## src/rtl/serial_shifter_pkg.sv

```systemverilog
// Shared definitions for the serial shifter: opcodes, FSM encoding and size defaults.
package serial_shifter_pkg;

    localparam int DEF_WIDTH = 32;
    localparam int DEF_SHW   = 5;

    localparam logic [4:0] OP_SLL = 5'b00100;
    localparam logic [4:0] OP_SRA = 5'b00101;

    typedef enum logic [1:0] {
        IDLE  = 2'd0,
        SHIFT = 2'd1,
        DONE  = 2'd2
    } state_t;

endpackage

```

## src/rtl/shift_op_decode.sv

```systemverilog
// Combinational opcode decode; at most one enable is high.
module shift_op_decode
    import serial_shifter_pkg::*;
(
    input  logic [4:0] ctrl_ALUopcode,
    output logic       sll_en,
    output logic       sra_en
);

    always_comb begin
        sll_en = (ctrl_ALUopcode == OP_SLL);
        sra_en = (ctrl_ALUopcode == OP_SRA);
    end

endmodule

```

## src/rtl/serial_shifter.sv

```systemverilog
// Multi-cycle shifter: one bit per clock, SLL (zero fill) or SRA (sign fill).
module serial_shifter
    import serial_shifter_pkg::*;
#(
    parameter int WIDTH = DEF_WIDTH,
    parameter int SHW   = DEF_SHW
) (
    input  logic             clock,
    input  logic             reset,
    input  logic [4:0]       ctrl_ALUopcode,
    input  logic [SHW-1:0]   ctrl_shiftamt,
    input  logic [WIDTH-1:0] data_operandA,
    input  logic             start,
    output logic [WIDTH-1:0] data_result,
    output logic             busy,
    output logic             done
);

    state_t           state;
    state_t           state_nxt;
    logic [WIDTH-1:0] acc;
    logic [SHW-1:0]   cnt;
    logic             op_sra;
    logic             sll_en;
    logic             sra_en;
    logic             accept;

    shift_op_decode u_decode (
        .ctrl_ALUopcode (ctrl_ALUopcode),
        .sll_en         (sll_en),
        .sra_en         (sra_en)
    );

    always_comb begin
        accept    = start && (state == IDLE || state == DONE) && (sll_en || sra_en);
        state_nxt = state;
        case (state)
            IDLE, DONE: begin
                if (accept)
                    state_nxt = (ctrl_shiftamt == '0) ? DONE : SHIFT;
                else
                    state_nxt = IDLE;
            end
            SHIFT: begin
                if (cnt == SHW'(1))
                    state_nxt = DONE;
            end
            default: state_nxt = IDLE;
        endcase
    end

    always_ff @(posedge clock) begin
        if (reset) begin
            state  <= IDLE;
            acc    <= '0;
            cnt    <= '0;
            op_sra <= 1'b0;
        end else begin
            state <= state_nxt;
            if (accept) begin
                acc    <= data_operandA;
                cnt    <= ctrl_shiftamt;
                op_sra <= sra_en;
            end else if (state == SHIFT) begin
                acc <= op_sra ? {acc[WIDTH-1], acc[WIDTH-1:1]} : {acc[WIDTH-2:0], 1'b0};
                cnt <= cnt - SHW'(1);
            end
        end
    end

    always_comb begin
        data_result = acc;
        busy        = (state == SHIFT);
        done        = (state == DONE);
    end

endmodule

```

## config.mk

```make
export PLATFORM = sky130hd
export DESIGN_NAME = serial_shifter
export DESIGN_NICKNAME = d
export VERILOG_FILES = /design/src/rtl/serial_shifter_pkg.sv /design/src/rtl/shift_op_decode.sv /design/src/rtl/serial_shifter.sv
export SDC_FILE = /design/constraint.sdc
export NUM_CORES = 1
export LEC_CHECK = 0
export ABC_CLOCK_PERIOD_IN_PS = 2700
export CAP_MARGIN = 10
export CORE_MARGIN = 2
export CORE_UTILIZATION = 30
export DETAILED_ROUTE_END_ITERATION = 16
export PLACE_DENSITY = 0.54
export SLEW_MARGIN = 20
export SYNTH_ARGS = -nofsm -noshare
export SYNTH_HDL_FRONTEND = slang
export SYNTH_SLANG_ARGS = --single-unit
```

## constraint.sdc

```tcl
create_clock -name clock -period 2.7 [get_ports clock]
set_input_delay 0.54 -clock clock [delete_from_list [all_inputs] [get_ports clock]]
set_output_delay 0.54 -clock clock [all_outputs]
set_load 0.01 [all_outputs]
```

==> results of run 1 <==
==> per-layer routing <==
layer / GRT usage / vias up
met5: 0 / -
met4: 0.0404 / 0
met3: 0.0334 / 5
met2: 0.251 / 73
li1: - / 1129
met1: 0.232 / 1152
==> final timing paths <==
| kind | startpoint | to | slack (ns) |
|---|---|---|---|
| worst max-delay path | ctrl_ALUopcode[1] | cnt[4] | 0.69 |
| worst min-delay path | data_result[0] | data_result[0] | 0.51 |
| worst max register to register | state[0] | cnt[4] | 0.98 |
| worst min register to register | data_result[0] | data_result[0] | 0.51 |
==> final cells by class <==
cell class | count | area (sq um) | share of cell area
Clock buffer | 7 | 86.3 | 0.0262
Clock inverter | 1 | 7.51 | 0.00227
Inverter | 6 | 22.5 | 0.00682
Tap cell | 102 | 128 | 0.0387
Timing Repair Buffer | 87 | 861 | 0.261
Sequential cell | 40 | 801 | 0.243
Multi-Input combinational cell | 172 | 1400 | 0.423
==> cells in the final DEF, fill, tap and decap left out, drive strengths merged <==
cell type	synthesis	routed
nor3b	1	1
ha	2	2
o211ai	33	33
nand4b	1	1
a32oi	31	31
clkdlybuf4s50	0	78
dfxtp	40	40
and3b	1	1
nand4	1	1
mux2	30	30
or3	1	1
nor3	5	5
nand3	4	4
o221a	1	1
a211oi	2	2
mux2i	1	1
nand2	2	2
nor4	1	1
clkbuf	16	7
a21oi	33	33
a221oi	1	1
inv	5	5
o21ai	3	3
nor2	2	2
nor4b	2	2
nor2b	4	4
nand2b	2	2
a311oi	1	1
o221ai	1	1
o21ba	1	1
buf	15	9
a31oi	3	3
clkinvlp	0	1
or4b	2	2
clkinv	1	1
==> state kept, by name, indices dropped and copies added, names as in the netlist <==
register	cells
op_sra	1
data_result	32
state	2
cnt	5
==> per-stage QoR <==
stage / utilization / power (mW) / worst slack (ns) / cell area [sq um]
2_1_floorplan: - / 0.708 / 1.04 / 2360
3_3_place_gp: 0.417 / 0.816 / 0.425 / 3210
3_5_place_dp: 0.417 / 0.816 / 0.410 / 3210
4_1_cts: 0.429 / 1.24 / 0.682 / 3300
5_1_grt: 0.429 / 1.28 / 0.626 / 3300
6_report: 0.429 / 1.22 / 0.695 / 3300
==> tightest hold or removal path, stage by stage, from the launching register on <==
cell,delay (ns)
dfxtp_1,0.32
nand2_1,0.06
a311oi_1,0.07
==> cell families (layout without fill, tap and decap cells) <==
logic type,count (synthesis),count (layout),share of synthesized area
compound gates,110,110,0.351
fa+ha+maj,2,2,0.0106
buf+inv,37,101,0.0738
flops,40,40,0.340
mux,31,31,0.148
simple gates,29,29,0.0775
==> power by group <==
part           internal (mW)  leakage (nW)  switching, mW
clock network          0.208        0.0445          0.211
registers              0.600         0.323         0.0113
logic                  0.102         0.664         0.0884
==> out/metrics.cfg, run 1 <==
[critical_path]
required_ns=2.85
cp-start-kind=input port
reg2reg_depth=3
crit_chain=clkdlybuf4s50_1, or4b_4, o221ai_1, a31oi_1
critPathMaxFanout=39
crit_path_end_kind=flip-flop
slowest_delay_ns=0.78
crit_type=input port to flip-flop
cp.depth=4
arrival_ns=2.16
critPathBufInv=1
path_delay_family=simple AND/OR/NAND/NOR gates
critPathSlowestCell=or4b_4

[placed_design]
dp_cells=407
place_hpwl_mm=4.41
port_buffers=78
gp_congestion=0.737

[floorplanning]
die_y_um=92.6
coreArea_sq_um=7690
rows=32
die_w_um=92.6
dieArea_sq_um=8580
io_pins=79
start_util=0.306

[synthesis]
synth_top_cell_by_area=dfxtp_1
syn_area_sq_um=2360
syn_avg_cell_area_sq_um=9.46
synth_area_leaders=dfxtp_1 (34%), mux2_2 (14%), a32oi_1 (12%)
synth_ff_type=dfxtp_1
async_reset_ff_frac=0
yosysUniqueCellTypes=39
postSynthCellCount=249
yosysMostFrequentCell=dfxtp_1
yosysSeqAreaShare=0.340
synth_fp_nets=296
ys_ff_latch=40
yosysWarnings=0
synth_edf_count=0
netlist_top_cells_count=dfxtp_1 (40), a21oi_1 (33), a32oi_1 (31)
netlist.area_leader.share=0.340

[worst_hold_path]
min_path_cells=2
hold_path.class=flip-flop to flip-flop

[route]
wl_met1_mm=3.39
wl_per_cell_um=16.9
routed_wl_mm=7.00
ant_nets=0
wl_met3_um=391
met2_length_mm=3.15
vias=2359
top_layer=met4
drtIter0Drc=99
drc=0
vias_per_cell=5.68
first_pass_iters=4

[cells_and_area]
layout-drive-gt1-share=0.198
fillers=777
area_growth_syn_to_layout_pct=40.1
diodes=0
finalNonFillerCells=415
final_nets=359

[timing]
clock_skew_ns=0.00837
holdWs_ns=0.510
max_freq_mhz=499
tns_ns=0
rsz0062_at_grt=no
period_share=0.743
max_slew_margin=0.670
report.final.slew_viol_count=0
final.min_clock_period_ns=2.01
setup_viol=0
hold_violations=0
worst_slew_pin_slew_ns=0.495

[cts]
cts_max_level=2
cts_setup_buffers=0
clockBufferDepth=2
post_cts_resized=0
cts_buffers=5
cts_tree=yes
cts.clk_slew.worst_paths_ns=0.07
clock_sinks=40
cts-root-buf=clkbuf_8
holdBufCountCts=0
clock_latency_ns=0.29

[power_and_ir_drop]
ir_drop_uv=193
power_density_nw_per_um2=370
leakagePower_nw=1.03

[outcome]
status=complete, no violations

[global_routing]
gr-total-overflow=0
grt_usage=0.163
grt_max_degree=41
grt_pass1_wl_mm=11.4
grt_antenna_before_repair=0
first_global_vias=2221

[flow_run]
cap_violations=0

Note: power is estimated with default switching activity, not from simulation.
==> run 2, diff against run 1 <==
--- a/config.mk
+++ b/config.mk
@@ -5,12 +5,12 @@
 export SDC_FILE = /design/constraint.sdc
 export NUM_CORES = 1
 export LEC_CHECK = 0
-export ABC_CLOCK_PERIOD_IN_PS = 2700
+export ABC_CLOCK_PERIOD_IN_PS = 1600
 export CAP_MARGIN = 10
 export CORE_MARGIN = 2
 export CORE_UTILIZATION = 30
 export DETAILED_ROUTE_END_ITERATION = 16
-export PLACE_DENSITY = 0.54
+export PLACE_DENSITY = 0.56
 export SLEW_MARGIN = 20
 export SYNTH_ARGS = -nofsm -noshare
 export SYNTH_HDL_FRONTEND = slang
==> constraint.sdc (replaced) <==
create_clock -name clock -period 1.6 [get_ports clock]
set_input_delay 0.32 -clock clock [delete_from_list [all_inputs] [get_ports clock]]
set_output_delay 0.32 -clock clock [all_outputs]
set_load 0.01 [all_outputs]
==> out/metrics.cfg, run 2 (same netlist as run 1, synthesis figures left out) <==
[floorplanning]
rows=32
dieArea_sq_um=8580
io_pins=79
die_y_um=92.6
coreArea_sq_um=7690
start_util=0.306
die_w_um=92.6

[route]
wl_per_cell_um=17.1
drtIter0Drc=86
routed_wl_mm=7.38
drc=0
vias_per_cell=5.54
vias=2394
ant_nets=0
first_pass_iters=4

[cells_and_area]
final_cell_mix=clkdlybuf4s50_1 (69), a21oi_1 (33), a32oi_1 (31)
largest_reg_flops=32
final_cell_area_sq_um=3600
fillers=756
final_common_cell=clkdlybuf4s50_1
final_nets=376
ff_latch_area_sq_um=826
area_growth_syn_to_layout_pct=52.9
multi_input_area_sq_um=1410
diodes=0
layout-drive-gt1-share=0.306

[placed_design]
place_hpwl_mm=4.79
port_buffers=78
gp_congestion=0.724
pre_cts_ws_ns=-0.309
dpl_cell_area_sq_um=3360

[global_routing]
grt_pass1_wl_mm=11.7
grt_usage=0.167
grt_max_degree=41
first_global_vias=2236
gr-total-overflow=0
grt_antenna_before_repair=0

[timing]
clock_skew_ns=0.00810
worst_slew_pin_slew_ns=0.448
period_share=1.01
hold_violations=0
final.min_clock_period_ns=1.61
rsz0062_at_grt=yes
tns_ns=-0.0322
setup_viol=4
report.final.slew_viol_count=0
max_freq_mhz=621
timing.final.ws_setup_ns=-0.0114
max_slew_margin=0.702

[critical_path]
critPathSlowestCell=or4b_4
critPathMaxFanout=19
crit_chain=or4b_4, clkbuf_16, o211ai_1, a21oi_1
cp-start-kind=flip-flop
crit_path_end_kind=flip-flop
slowest_delay_ns=0.63
required_ns=1.78
reg2reg_depth=4
crit_type=flip-flop to flip-flop
arrival_ns=1.79

[cts]
cts_buffers=5
cts_tree=yes
clockBufferDepth=2
clock_sinks=40
cts-root-buf=clkbuf_8
cts_max_level=2
cts.clk_slew.worst_paths_ns=0.08
clock_latency_ns=0.29

[outcome]
violations=setup timing
status=finished with violations

[worst_hold_path]
min_path_cells=2
hold_path.class=flip-flop to flip-flop

[flow_run]
cap_violations=0

[power_and_ir_drop]
power_density_nw_per_um2=586
ir_drop_uv=369
leakagePower_nw=1.30

[run 2: cell types whose count changed in the layout (fill, tap and decap cells not counted), sizes merged]
cell	previous run	this run
inv	5	6
clkinv	1	2
clkinvlp	1	0
buf	9	23
clkbuf	7	9
dlygate4sd2	0	2
dlymetal6s2s	0	7
clkdlybuf4s50	78	69
[run 2: worst max-delay path, delay by kind of cell, from the launching register on]
kind	cells	cell delay, ns
AOI/OAI and AO/OA	2	0.25
buffers and inverters	1	0.24
DFF	1	0.37
and+or+nand+nor	1	0.63
[run 2: final timing paths]
path / from / to / slack [ns]
min: data_result[22] / data_result[22] / 0.50
max reg2reg: state[0] / data_result[14] / -0.01
min reg2reg: data_result[22] / data_result[22] / 0.50
max: state[0] / data_result[14] / -0.01
[run 2: metrics by stage]
stage / std cells / total power, mW / util / hold slack [ns]
after floorplan: 249 / 1.20 / - / 0.476
after global placement: 419 / 1.41 / 0.437 / 0.493
after detailed placement: 419 / 1.41 / 0.437 / 0.497
after CTS: 427 / 2.12 / 0.449 / 0.509
after global routing: 432 / 2.21 / 0.469 / 0.516
final: 432 / 2.11 / 0.469 / 0.500
[run 2: metal layers]
layer,global-route usage,vias to the layer above,part of all wire
li1,-,1159,-
met1,0.231,1151,0.47
met2,0.266,79,0.47
met3,0.0317,5,0.052
met4,0.0478,0,0.010
met5,0,-,0
[run 2: where the power goes]
part           internal [mW]  total, mW  leakage, nW  switching (mW)
Sequential              1.01       1.03        0.332          0.0192
Combinational          0.214      0.379        0.921           0.165
Clock                  0.344      0.700       0.0510           0.356
Total                   1.57       2.11         1.30           0.540
[run 2: repair_timing]
item,CTS,global route
setup buffers,0,1
endpoints found under the setup margin,5,58
hold buffers,0,0
gates resized for setup,5,30
pin swaps,0,12
cloned,0,4
[run 2: area by class of cell]
cell class / instances / area share
clock inverter: 2 / 0.00278
inverter: 6 / 0.00625
clock buffer: 6 / 0.0229
timing repair buffer: 104 / 0.311
tap: 102 / 0.0354
sequential: 40 / 0.229
multi-input combinational: 172 / 0.392
